===== config.mk =====
export PLATFORM = sky130hd
export DESIGN_NAME = barrel_shifter
export DESIGN_NICKNAME = d
export VERILOG_FILES = /design/src/rtl/barrel_shifter.sv
export SDC_FILE = /design/constraint.sdc
export NUM_CORES = 1
export LEC_CHECK = 0
export CORE_AREA = 2 2 39 41
export CTS_CLUSTER_SIZE = 8
export DETAILED_ROUTE_END_ITERATION = 10
export DIE_AREA = 0 0 41 43
export DONT_BUFFER_PORTS = 1
export PLACE_DENSITY = 0.55
export SETUP_SLACK_MARGIN = 0.15
export SLEW_MARGIN = 30
export SYNTH_ARGS = -nofsm -noshare
export SYNTH_HDL_FRONTEND = slang
export SYNTH_SLANG_ARGS = --single-unit

===== constraint.sdc =====
create_clock -name clk -period 1.2 [get_ports clk]
set_input_delay 0.24 -clock clk [delete_from_list [all_inputs] [get_ports clk]]
set_output_delay 0.24 -clock clk [all_outputs]
set_load 0.005 [all_outputs]

===== src/rtl/barrel_shifter.sv =====
// Registered barrel shifter: logical shift or rotate, either direction.
// Left moves reuse the right-moving network by bit-reversing the operand on
// the way in and the result on the way out. Each network stage moves by a
// fixed power of two.

// One network stage: move right by SHIFT when i_en is set. The vacated MSBs
// take the wrapped LSBs for a rotate and zeros for a logical shift.
module barrel_shifter_stage #(
  parameter int WIDTH = 4,
  parameter int SHIFT = 1
) (
  input  logic [WIDTH-1:0] i_d,
  input  logic             i_en,
  input  logic             i_rot,
  output logic [WIDTH-1:0] o_d
);
  logic [WIDTH-1:0] w_moved;
  logic [WIDTH-1:0] w_wrap;

  assign w_moved = i_d >> SHIFT;
  assign w_wrap  = i_d << (WIDTH - SHIFT);

  // Bypass, or move with the fill chosen by the mode.
  always_comb begin
    o_d = i_d;
    if (i_en) o_d = w_moved | (i_rot ? w_wrap : '0);
  end
endmodule

module barrel_shifter #(
  parameter int WIDTH = 4,
  parameter int SHW   = $clog2(WIDTH)
) (
  input  logic             clk,
  input  logic             rst_n,
  input  logic             select,
  input  logic             direction,
  input  logic [SHW-1:0]   shift_value,
  input  logic [WIDTH-1:0] din,
  input  logic             in_valid,
  output logic [WIDTH-1:0] dout,
  output logic             out_valid
);
  logic [WIDTH-1:0]          w_din_rev;
  logic [WIDTH-1:0]          w_res_rev;
  logic [WIDTH-1:0]          w_res;
  logic [SHW:0][WIDTH-1:0]   w_stg;
  logic [WIDTH-1:0]          r_dout;
  logic                      r_vld;

  // Bit-reverse the operand so that left moves can use the right network.
  always_comb begin
    w_din_rev = '0;
    for (int i = 0; i < WIDTH; i++) w_din_rev[i] = din[WIDTH-1-i];
  end

  assign w_stg[0] = direction ? w_din_rev : din;

  genvar k;
  generate
    for (k = 0; k < SHW; k++) begin : g_stg
      barrel_shifter_stage #(
        .WIDTH (WIDTH),
        .SHIFT (1 << k)
      ) u_stg (
        .i_d   (w_stg[k]),
        .i_en  (shift_value[k]),
        .i_rot (select),
        .o_d   (w_stg[k+1])
      );
    end
  endgenerate

  // Undo the input reversal for left moves.
  always_comb begin
    w_res_rev = '0;
    for (int i = 0; i < WIDTH; i++) w_res_rev[i] = w_stg[SHW][WIDTH-1-i];
  end

  assign w_res = direction ? w_res_rev : w_stg[SHW];

  // Capture a result on each valid input; hold dout otherwise.
  always_ff @(posedge clk or negedge rst_n) begin
    if (!rst_n) begin
      r_dout <= '0;
      r_vld  <= 1'b0;
    end else begin
      r_vld <= in_valid;
      if (in_valid) r_dout <= w_res;
    end
  end

  assign dout      = r_dout;
  assign out_valid = r_vld;
endmodule


* Word level (Yosys, flattened, before mapping)
Index checks and enable logic that the tools add are counted.
** Operators by class
- Muxes and demuxes :: 6
- Bitwise logic cells :: 2
** Operators by type and width (count)
- 4-bit two-way mux :: 6
- 2-bit by 4-bit OR with 4-bit output :: 1
- 3-bit by 4-bit OR with 4-bit output :: 1
** Storage, ports and cells
- Register bits :: 5
- Input port bits :: 11
- Output and inout bits :: 5

* Depth between registers and ports, before layout
Gate-level depths: netlist (run 1).
- Word-level depth :: 8
- Mapped depth :: 6

* By module
From an unflattened synthesis (run 1), not the netlist that was laid out.
** Second synthesis, totals
- Cell total of the unflattened synthesis :: 37
- Area, all modules :: 357.8 sq um
** By module, submodules not included
- barrel_shifter :: instances 1, cells an instance 23, area an instance 260.2 sq um, sequential area each 125.1 sq um
- barrel_shifter_stage at g_stg[1].u_stg :: instances 1, cells an instance 8, area an instance 50.0 sq um, sequential area each 0.0 sq um
- barrel_shifter_stage at g_stg[0].u_stg :: instances 1, cells an instance 6, area an instance 47.5 sq um, sequential area each 0.0 sq um

* Least setup slack after synthesis (run 1)
No wires, ideal clock.
- Path kind :: in2reg
- Start point :: in shift_value[1]
- End point :: reg r_dout[3] (netlist: dout[3])
- Setup time :: 0.137 ns
- Data arrival time :: 1.035 ns
- Data required time :: 1.063 ns
- Slack :: 0.027 ns
- Cell stages on the path :: 4
- Cells stage by stage :: buf_4 -> mux4_2 -> nand3_1 -> o221ai_1
** Between the ends
- Longest elaborated chain between the ends :: 2
** RTL lines
- start: declaration :: RTL line 38 : input logic [SHW-1:0] shift_value,
- 4-bit two-way mux :: RTL line 26 : if (i_en) o_d = w_moved | (i_rot ? w_wrap : '0);
- 4-bit two-way mux :: RTL line 80 : assign w_res = direction ? w_res_rev : w_stg[SHW];
- end signal: assignment :: RTL line 89 : if (in_valid) r_dout <= w_res;
- end: declaration :: RTL line 48 : logic [WIDTH-1:0] r_dout;
No other way between the ends.
A chain may end at the register's enable or synchronous reset.

* Worst setup path in the final report (run 1)
- Start point :: reg r_dout[1] (netlist: dout[1])
- End point :: out dout[1]
** RTL lines
- end: declaration :: RTL line 41 : output logic [WIDTH-1:0] dout,
No word-level cell between the ends.

==> results of run 1 <==
## area by class of cell
cell class,instances,area [um2]
inverter,4,15.0
timing repair buffer,1,10.0
multi-input combinational,38,290
fill,136,897
sequential,5,125
clock buffer,4,26.3
tap,16,20.0
## sequential cells by signal, indices dropped and copies added, names as in the netlist
signal and count:
out_valid 1, dout 4
## cell usage after synthesis, types with 2 or more instances
cell type	instances
inv_1	4
o22a_1	3
mux4_2	2
mux2i_1	3
dfrtp_1	5
nand2b_1	4
a21oi_1	3
nand2_1	5
buf_4	3
nand3_1	5
o221ai_1	3
## through the flow
stage / std cells / utilization, %
after detailed placement: 63 / 32.5
after global routing: 68 / 35.2
after global placement: 63 / 32.5
after CTS: 68 / 35.2
final: 68 / 35.2
after floorplan: 52 / -
## final timing paths
check	from	to	slack (ns)	cells past startpoint
max	dout[1]	dout[1]	0.33	0
min	in_valid	out_valid	0.02	0
max reg2reg	dout[0]	dout[0]	0.51	2
min reg2reg	dout[1]	dout[1]	0.57	2
max in group asynchronous	rst_n	dout[0]	0.72	1
min in group asynchronous	rst_n	dout[2]	0.28	1
## cells by family after synthesis
kind of cell              Yosys count  synth area share, %
AOI/OAI and AO/OA                  13                 21.3
and+or+nand+nor                    19                 22.1
muxes                               5                 16.2
DFF                                 5                 27.0
buffers and inverters               9                 11.6
xor gates and xnor gates            1                 1.89
## power by group through the flow
stage	logic, uW	clock network, uW	registers [uW]
finish	96.3	198	203
floorplan	113	0	203
detailed placement	91.0	0	206
global placement	91.5	0	205
CTS	97.4	204	203
global route	109	221	206
## what timing repair did
action / CTS / global route
resized for setup: 0 / 0
hold endpoints to repair: 5 / 0
hold buffers: 1 / 0
## per-layer routing
layer  vias to the layer above  part of all wire [%]
li1                        191                     -
met1                       182                    43
met2                        18                    44
met3                         4                    11
met4                         0                   2.6
met5                         -                     0
==> flow_summary_export.csv, run 1 <==
group,metric,value,unit
yosys,syn_area,464,um2
drt,drt_pass1_iterations,4,
grt,busiest_layer,"met2",
setup_path,cp-start-kind,"register",
sta,rsz0062_at_grt,"false",
power,internal_power,372,uW
clock_tree,clk_pin_slew,0.05,ns
clock_tree,cts_sinks,5,
yosys,synth_area_leaders,"dfrtp_1, mux4_2, mux2i_1, o221ai_1, o22a_1",
yosys,synth_nets,63,
sta,relSlewSlack,84.6,%
power,p_total,497,uW
clock_tree,cts_buffer_depth,2,
floorplanning,core,1380,um2
floorplanning,design.die.area,1760,um2
power,power_density,1020,nW/um2
grt,antenna_found_initial,0,
layout,design.final.nets,64,
clock_tree,cts-root-buf,"clkbuf_4",
sta,finalSetupTns,0,ns
grt,grt-ovfl-total,0,
grt,grt_usage,13.2,%
grt,met3_usage,4.19,%
power,comb_power_share,19.4,%
power,p_leak,0.000190,uW
yosys,ys_types,23,
sta,hold_viol,0,
place,dp_slack,0.146,ns
sta,whs,0.0213,ns
setup_path,cp_max_fo,2,
floorplanning,io_pins,16,
drt,via_per_inst,5.81,
place,gp_congestion,0.739,
yosys,ys_seq_elements,5,
power,peakVddDrop,0.196,mV
status,outcome,"finished clean",
sta,final.setup_skew,0,ns
yosys,yosys_warnings,0,
floorplanning,initial_core_util,33.5,%
sta,worst_slack,0.325,ns
sta,setup_viol,0,
layout,drive_gt1_share,11.5,%
setup_path,cp.required,0.96,ns
grt,met1_usage,15.9,%
grt,grtUsageMet2,17.5,%
place,hpwl,722,um
setup_path,end_kind,"output port",
layout,final_cell_mix,"nand2_1, dfrtp_1, inv_1, nand2b_1, nand3_1",
floorplanning,num_rows,14,
grt,grt_pass1_vias,390,
setup_path,cp.arrival,0.63,ns
yosys,syn_inst,52,
layout,final_area,487,um2
power,seqPwrFrac,40.7,%
clock_tree,cts_max_level,1,
yosys,yosysTopAreaCell,"dfrtp_1",
sta,min_period_over_period,72.9,%
drt,vias,395,
power,swShare,25.1,%
yosys,ys.flop_type,"dfrtp_1",
place,dpl_cell_area,450,um2
yosys,syn-mean-instance-area,8.93,um2
yosys,synth_edf_count,0,
drt,drt_iter0_markers,20,
place,numPortBuffers,0,
yosys,async_flop_share,100,%
power,p_switching,125,uW
drt,wl_per_cell,14.4,um
drt,ant_nets,0,
yosys,yosysSeqAreaShare,27.0,%
run,maxCapViolCount,0,
layout,syn2layout_area_growth,4.85,%
setup_path,worst-setup-path-type,"reg2out",
drt,wl,979,um
clock_tree,cts_made_buffers,3,
clock_tree,cts_tree,"yes",
min_path,min_path_type,"in2reg",
sta,drv_slew,0,
floorplanning,die_x,41,um
grt,grt_pass1_wl,1.53,mm
floorplanning,fp.dieH,43,um
sta,max_slew.worst_pin.slew,0.231,ns
power,clock_power_share,39.9,%
grt,grt_max_degree,17,
clock_tree,clk_latency,0.24,ns
layout,n_antenna_cell,0,
clock_tree,post_cts_buffers,0,
yosys,synth_top_area_share,27.0,%
sta,finalCriticalPeriod,0.875,ns
sta,max_freq,1140,MHz
drt,drc,0,
Note: power is estimated with default switching activity, not from simulation.
==> run 2: changes to the inputs <==
clock period = 0.85 ns   (was 1.2 ns; I/O delays follow)
==> flow_summary_export.csv, run 2 (synthesis results as in run 1) <==
group,metric,value,unit
power,peakVddDrop,0.314,mV
setup_path,reg2reg_from,"dout[2]",
layout,fillers,131,
drt,drt_iter0_markers,12,
drt,vias,416,
power,p_leak,0.000199,uW
floorplanning,design.die.area,1760,um2
grt,grt_max_degree,17,
drt,via_per_inst,6.03,
setup_path,cp-start-kind,"register",
clock_tree,cts-root-buf,"clkbuf_4",
floorplanning,initial_core_util,33.5,%
drt,ant_nets,0,
power,p_total,734,uW
layout,design.final.nets,65,
sta,hold_viol,0,
layout,final-instance-count-excl-fill,69,
clock_tree,cts_buffer_depth,2,
run,maxCapViolCount,0,
clock_tree,cts_max_level,1,
floorplanning,io_pins,16,
setup_path,r2r-end,"dout[2]",
min_path,holdPathStages,1,
setup_path,cp.arrival,0.64,ns
sta,max_slew.worst_pin.slew,0.231,ns
place,gp_congestion,0.739,
layout,drive_gt1_share,20.8,%
grt,antenna_found_initial,0,
clock_tree,cts_made_buffers,3,
grt,grt_pass1_wl,1.59,mm
layout,largest_reg_flops,4,
drt,wl,1.03,mm
setup_path,cp_max_fo,2,
sta,finalCriticalPeriod,0.806,ns
place,dp.cells,63,
clock_tree,cts_tree,"yes",
min_path,worst_hold_path.endpoint,"dout[1]",
floorplanning,die_x,41,um
sta,relSlewSlack,84.6,%
layout,syn2layout_area_growth,15.1,%
place,dp_slack,-0.134,ns
floorplanning,num_rows,14,
sta,min_period_over_period,94.8,%
sta,finalSetupTns,0,ns
setup_path,rr_worst_depth,2,
min_path,holdCritStartpoint,"in_valid",
power,power_density,1370,nW/um2
clock_tree,cts_sinks,5,
drt,wl_per_cell,14.9,um
sta,worst_slack,0.0439,ns
grt,grt_pass1_vias,399,
floorplanning,core,1380,um2
layout,n_antenna_cell,0,
place,numPortBuffers,0,
sta,rsz0062_at_grt,"true",
min_path,min_path_type,"in2reg",
status,outcome,"finished clean",
floorplanning,fp.dieH,43,um
sta,max_freq,1240,MHz
grt,grt-ovfl-total,0,
grt,grt_usage,13.6,%
clock_tree,clk_pin_slew,0.04,ns
setup_path,r2r_setup_slack,0.17,ns
layout,final_cell_mix,"nand2_1, dfrtp_1, nand2b_1, nand3_1",
place,hpwl,721,um
drt,drc,0,
setup_path,cp.required,0.68,ns
sta,final.setup_skew,0,ns
setup_path,worst-setup-path-type,"reg2out",
sta,drv_slew,0,
sta,setup_viol,0,
setup_path,end_kind,"output port",
clock_tree,clk_latency,0.25,ns
drt,drt_pass1_iterations,4,
==> run 2: cell types whose count changed in the layout (fill, tap and decap cells not counted), sizes merged <==
cell	previous run	this run
dlygate4sd3	1	2
==> run 2: worst max-delay path by stage <==
stage                        start       to  slack (ns)  depth (start not counted)
floorplan           shift_value[1]  dout[3]       -0.20                          4
global placement    shift_value[0]  dout[0]       -0.14                          3
detailed placement  shift_value[0]  dout[0]       -0.13                          3
CTS                        dout[1]  dout[1]        0.04                          0
global route               dout[0]  dout[0]        0.01                          0
finish                     dout[3]  dout[3]        0.04                          0
==> run 2: power breakdown <==
group / switching, uW / leakage [uW] / internal, uW / total [uW]
sequential: 20.5 / 0.0000616 / 267 / 287
combinational: 66.2 / 0.000123 / 96.8 / 163
clock: 105 / 0.0000150 / 178 / 283
total: 192 / 0.000199 / 542 / 734
==> run 2: final cells by class <==
class	count	area (um2)	share of cell area (%)
Inverter	4	15.0	2.81
Timing Repair Buffer	2	20.0	3.75
Tap cell	16	20.0	3.75
Multi-Input combinational cell	38	328	61.4
Clock buffer	4	26.3	4.92
Sequential cell	5	125	23.4
==> run 2: repair_timing <==
item | 4_1_cts | 5_1_grt
hold endpoints to repair | 6 | 0
gates cloned | 0 | 0
setup buffers | 0 | 0
pin swaps | 2 | 3
endpoints found under the setup margin | 7 | 8
gates resized for setup | 2 | 4
hold buffers | 2 | 0
==> run 2: stage by stage <==
stage / utilization, % / hold slack (ns) / cell area, um2
3_5_place_dp: 32.5 / -0.125 / 450
2_1_floorplan: - / -0.126 / 487
5_1_grt: 38.6 / 0.0127 / 534
6_report: 38.6 / 0.0220 / 534
3_3_place_gp: 32.5 / -0.125 / 450
4_1_cts: 36.9 / 0.0175 / 510
==> run 2: routing by layer <==
metal	track usage (%)	vias up	share of wire (%)
met5	0	-	0
met4	12.0	0	2.6
met3	4.19	4	11
met2	17.8	24	48
met1	16.9	194	39
li1	-	194	-
==> run 3: changes to the inputs <==
clock period = 0.9 ns   (was 0.85 ns; I/O delays follow)
==> flow_summary_export.csv, run 3 (synthesis results as in run 1) <==
group,metric,value,unit
run,maxCapViolCount,0,
floorplanning,core,1380,um2
layout,syn2layout_area_growth,13.7,%
power,p_leak,0.000199,uW
drt,drc,0,
place,dpl_cell_area,450,um2
power,p_total,680,uW
floorplanning,design.die.area,1760,um2
clock_tree,post_cts_buffers,0,
clock_tree,cts_tree,"yes",
status,outcome,"finished clean",
grt,grt-ovfl-total,0,
place,hpwl,712,um
layout,design.final.nets,65,
clock_tree,cts_buffer_depth,2,
sta,setup_viol,0,
sta,whs,0.0306,ns
setup_path,cp.arrival,0.63,ns
sta,hold_viol,0,
sta,max_freq,1230,MHz
drt,wl_per_cell,14.8,um
grt,grt_max_degree,17,
clock_tree,cts-root-buf,"clkbuf_4",
setup_path,end_kind,"output port",
sta,min_period_over_period,90.3,%
clock_tree,clk_pin_slew,0.04,ns
clock_tree,cts_max_level,1,
sta,max_slew.worst_pin.slew,0.226,ns
grt,antenna_found_initial,0,
drt,via_per_inst,5.75,
power,peakVddDrop,0.235,mV
floorplanning,num_rows,14,
drt,wl,1.02,mm
clock_tree,cts_sinks,5,
sta,finalCriticalPeriod,0.813,ns
setup_path,cp_max_fo,2,
drt,vias,397,
floorplanning,initial_core_util,33.5,%
floorplanning,fp.dieH,43,um
place,numPortBuffers,0,
floorplanning,die_x,41,um
grt,grt_pass1_vias,360,
layout,drive_gt1_share,17.0,%
layout,fillers,141,
clock_tree,clk_latency,0.24,ns
grt,grt_pass1_wl,1.55,mm
grt,grt_usage,13.4,%
setup_path,cp.required,0.72,ns
sta,worst_slack,0.0869,ns
sta,final.setup_skew,0,ns
place,dp_slack,-0.0919,ns
drt,drt_pass1_iterations,4,
sta,relSlewSlack,84.9,%
drt,ant_nets,0,
min_path,min_path_type,"in2reg",
sta,rsz0062_at_grt,"true",
drt,drt_iter0_markers,4,
layout,final_cell_mix,"nand2_1, dfrtp_1, inv_1, nand2b_1, nand3_1",
power,power_density,1290,nW/um2
layout,largest_reg_flops,4,
setup_path,worst-setup-path-type,"reg2out",
place,gp_congestion,0.738,
setup_path,cp-start-kind,"register",
clock_tree,cts_made_buffers,3,
layout,final_area,528,um2
sta,drv_slew,0,
layout,n_antenna_cell,0,
floorplanning,io_pins,16,
## run 3: cell counts in the layout (fill, tap and decap cells not counted)
No cell type changed its count.
## run 3: worst reg2reg max path, cell delays in order, from the launching register on
cell      delay, ns
dfrtp_1        0.39
inv_1          0.08
o221ai_2       0.09
## run 3: power breakdown
| group | switching, uW | internal, uW |
|---|---|---|
| sequential | 17.7 | 252 |
| combinational | 59.0 | 88.8 |
| clock | 95.0 | 168 |
## run 3: stage by stage
stage               utilization (%)  std cells  setup TNS [ns]
global route                   38.2         69               0
floorplan                         -         52          -0.495
CTS                            35.9         69               0
finish                         38.2         69               0
global placement               32.5         63          -0.191
detailed placement             32.5         63          -0.181
## run 3: worst paths after layout
kind / start / endpoint / slack (ns) / cells after the start
max: dout[1] / dout[1] / 0.09 / 0
min: in_valid / dout[1] / 0.03 / 1
max reg2reg: dout[3] / dout[3] / 0.22 / 2
min reg2reg: dout[1] / dout[1] / 0.57 / 2
max in group asynchronous: rst_n / dout[0] / 0.49 / 1
min in group asynchronous: rst_n / dout[2] / 0.22 / 1
## run 3: layer usage
layer  wire length, um  vias to the layer above  track usage (%)  share of wire (%)
met5                 0                        -                0                  0
met3                93                        4             6.28                9.1
met4                30                        0             12.0                2.9
li1                  -                      193                -                  -
met1               442                      184             17.2                 43
met2               454                       16             15.6                 44
## run 3: area by class of cell
| class | instances | area, um2 | area share, % |
|---|---|---|---|
| inverters | 4 | 15.0 | 2.84 |
| flip-flops and latches | 5 | 125 | 23.7 |
| repair buffers | 2 | 20.0 | 3.79 |
| multi-input cells | 38 | 322 | 60.9 |
| well taps | 16 | 20.0 | 3.79 |
| clock buffers | 4 | 26.3 | 4.98 |
## run 3: repair_timing
item	4_1_cts	5_1_grt
hold buffers	2	0
endpoints found under the setup margin	5	7
hold endpoints to repair	6	0
pin swaps	0	4
gates resized for setup	0	4
==> edit 1 (flow settings as in run 2) <==
`WIDTH` is set to 4 in 2 places; all go to 2.
--- a/src/rtl/barrel_shifter.sv
+++ b/src/rtl/barrel_shifter.sv
@@ -8,3 +8,3 @@
 module barrel_shifter_stage #(
-  parameter int WIDTH = 4,
+  parameter int WIDTH = 2,
   parameter int SHIFT = 1
@@ -30,3 +30,3 @@
 module barrel_shifter #(
-  parameter int WIDTH = 4,
+  parameter int WIDTH = 2,
   parameter int SHW   = $clog2(WIDTH)
Interface: changed (resized din, dout and shift_value); port bits go from 16 to 11. No check against the original RTL was run, so the function may have changed too.
==> edit 1 against run 2 <==
- synthesized cell count shrank 77%
- synthesized area fell by 73%
- sequential cell count down 2
- total power down 40%
- global-route usage is 8.8 points lower
- setup slack improved by 0.020 ns
- final area is 64% lower
- routed wire length shrank 69%
==> edit 1: results (changes against run 2) <==
| Metric | Value |
|---|---|
| Syn_area_per_cell | 10.64 sq um (+19%) |
| First-pass GRT wire length | 503 microns (-68%) |
| Setup Slack @ Placement | 0.08949 ns (+0.2234 ns) |
| Nets | 27 (-58%) |
| Ratio of cells with drive above 1 in the final layout | 0.1667 (-0.04088) |
| Top Layer Used | met3 |
| Max reg flops | 2 (-2) |
| Sw power | 93.13 uW (-51%) |
| WL met2 | 120 microns (-76%) |
| Vias | 110 (-74%) |
| DP Area | 147.6 sq um (-67%) |
| Non-clk invs | 0 (-4) |
| Area of the multi-input gates | 52.55 sq um (-84%) |
| Number of global-route vias before repair | 156 (-61%) |
| Worst slew pin tran | 0.1926 ns (-0.03828 ns) |
| Leakage power | 0.00007475 uW (-63%) |
| Synth top area cells | dfrtp_1 (59%), a31oi_1 (9.8%), nor2_1 (5.9%), o211ai_1 (5.9%), or2b_1 (5.9%) |
| Met1 global-route usage | 0.05431 (-0.1145) |
| Largest net degree at the start of global routing | 6 (-11) |
| Met3 Track Usage GR | 0.04712 (+0.005236) |
| CTS sink count | 3 (-2) |
| Syn_nets | 20 (-68%) |
| #MultiIn Comb | 9 (-76%) |
| Clock-cell share of area | 0.1355 (+0.08630) |
| Sequential share of cell area | 0.3871 (+0.1529) |
| # fillers | 159 (+21%) |
| DR iter-0 viols | 0 (-12) |
| Placer Congestion | 0.5708 (-23%) |
| Clock Latency Late Sink | 0.23 ns (-0.02 ns) |
| CP arrival | 0.62 ns (-0.02 ns) |
| DR WL/cell | 9.382 microns (-37%) |
| Outcome | complete, no violations |
## edit 1: per-stage QoR
stage	util	cells
detailed placement	0.1067	28
finish	0.1401	34
CTS	0.1401	34
floorplan	-	12
global placement	0.1067	28
global route	0.1401	34
## edit 1: logic make-up after synthesis
family          Yosys count  share of synthesized area
simple gates              5                     0.2158
flops                     3                     0.5882
compound gates            4                     0.1960
## edit 1: power by group through the flow
stage | Combinational [uW] | Sequential [uW] | Clock [uW]
final | 29.5 | 165 | 248
after global placement | 20.1 | 168 | 0
after detailed placement | 20.6 | 168 | 0
after CTS | 30.3 | 166 | 263
after floorplan | 17.3 | 165 | 0
after global routing | 34.7 | 168 | 292
## edit 1: path summary, 6_finish.rpt
check / start / end / slack (ns)
worst min register to register: dout[0] / dout[0] / 0.55
worst max-delay path: dout[1] / dout[1] / 0.06
min in group asynchronous: rst_n / out_valid / 0.19
worst min-delay path: in_valid / dout[0] / 0.02
max in group asynchronous: rst_n / dout[1] / 0.51
worst max register to register: dout[0] / dout[0] / 0.19
==> edit 2 (flow settings as in run 2) <==
Without the edit above. Make the reset (`rst_n`) synchronous in one clocked block.
--- a/src/rtl/barrel_shifter.sv
+++ b/src/rtl/barrel_shifter.sv
@@ -82,3 +82,3 @@
   // Capture a result on each valid input; hold dout otherwise.
-  always_ff @(posedge clk or negedge rst_n) begin
+  always_ff @(posedge clk) begin
     if (!rst_n) begin
Behaviour: differs if rst_n is asserted again (counterexample within 4 cycles, from zero or initial values and one cycle with rst_n low); with rst_n held inactive, the same outputs for 10 cycles.
==> edit 2 against run 2 <==
- the run now ends with negative setup slack left
- fmax down 9.1%
- die area unchanged
- global-route usage down 0.56 points
- critical path depth up 3
- sequential cell count unchanged
- via count down 7.9%
- setup slack worse by 0.080 ns
- synthesized cell count down 9.6%
- final area down 6.1%
- sequential share of layout area down 2.5 points
- total power down 3.0%
- final cell count down 1.4%
- synthesized area down 7.8%
- routed wire length down 6.9%
- critical path type is now in -> reg
- largest cell class unchanged
==> edit 2: results (changes against run 2) <==
| Metric | Value |
|---|---|
| Failing checks | negative setup slack |
| Asr flop ratio synth | 0 (-1.000) |
| Max rail drop VDD | 0.7098 mV (+130%) |
| Setup Slack @ Placement | -0.2820 ns (-0.1481 ns) |
| Final worst slack | -0.03651 ns (-0.08044 ns) |
| Seq/Total Area, Yosys | 0.2339 (-0.03562) |
| Netlist cell types | 23 (unchanged) |
| Leakage power | 0.0002225 uW (+12%) |
| Ratio of cells with drive above 1 in the final layout | 0.3462 (+0.1386) |
| CP arrival | 1.02 ns (+0.38 ns) |
| Slew HR | 0.8488 (+0.003255) |
| Worst hold path stage count | 1 (unchanged) |
| Syn_nets | 58 (-7.9%) |
| Max reg flops | 4 (unchanged) |
| Placer Congestion | 0.8105 (+9.6%) |
| Largest buffer count on any clock path | 2 (unchanged) |
| First-pass GRT wire length | 1538 microns (-3.1%) |
| DR iter-0 viols | 18 (+6) |
| Nets | 64 (-1.5%) |
| Largest net degree at the start of global routing | 10 (-7) |
| Setup tns final | -0.03651 ns (-0.03651 ns) |
| HPWL Detailed | 750.3 microns (+4.0%) |
| Leading cell types by count after synthesis | mux2i_1 (9), dfxtp_1 (5), nand2_1 (4), nor2_1 (4), a22o_1 (3) |
| Critical path fanouts, max | 9 (+7) |
| Synth top area cells | dfxtp_1 (23%), mux2i_1 (21%), a22o_1 (6.1%), mux2_2 (5.3%), mux4_2 (5.3%) |
| Final WL | 960 microns (-6.9%) |
| Outcome | finished with violations |
| All-layer global routing usage | 0.1304 (-0.005560) |
| Vias per inst | 5.632 (-6.6%) |
| # fillers | 142 (+8.4%) |
| Number of global-route vias before repair | 349 (-13%) |
| Setup Viol. Count Final | 1 (+1) |
-- edit 2: cells by family (layout without fill, tap and decap cells) --
group | count (synthesis) | count (layout) | synth area share
AO/OA/AOI/OAI | 14 | 14 | 0.2573
flip-flops | 5 | 5 | 0.2339
XOR/XNOR | 1 | 1 | 0.02047
buffers and inverters | 5 | 10 | 0.07310
AND/OR/NAND/NOR | 10 | 10 | 0.09941
multiplexers | 12 | 12 | 0.3158
-- edit 2: cell type report --
cell class	count	area, sq um	share of cell area
clock buffer	4	26.28	0.05237
sequential	5	105.1	0.2095
timing repair buffer	4	33.78	0.06733
multi-input combinational	37	309.0	0.6160
tap	16	20.02	0.03990
inverter	2	7.507	0.01496
-- edit 2: metal layers --
layer / part of all wire / vias up / global-route usage
met5: 0 / - / 0
met4: 0 / 0 / 0.04000
met1: 0.43 / 181 / 0.1731
met3: 0.055 / 0 / 0.06283
met2: 0.51 / 11 / 0.1813
li1: - / 191 / -
-- edit 2: path summary, 6_finish.rpt --
| kind | from | to | slack [ns] |
|---|---|---|---|
| max | shift_value[0] | dout[0] | -0.04 |
| min | direction | dout[2] | 0.03 |
| max reg2reg | dout[0] | dout[0] | 0.05 |
| min reg2reg | dout[3] | dout[3] | 0.58 |
-- edit 2: report_power, final --
group          internal [uW]  leakage (uW)  switching [uW]
registers                258     0.0000427            13.4
clock network            177     0.0000150            95.7
logic                    103      0.000165            63.6
-- edit 2: metrics by stage --
step	area [sq um]	std cells
3_3_place_gp	457.9	64
4_1_cts	499.2	68
6_report	501.7	68
5_1_grt	501.7	68
3_5_place_dp	457.9	64
2_1_floorplan	447.9	47
-- edit 2: timing repair --
item | 4_1_cts | 5_1_grt
resized for setup | 7 | 1
endpoints found under the setup margin | 9 | 9
hold buffers | 0 | 0
pin swaps | 3 | 0
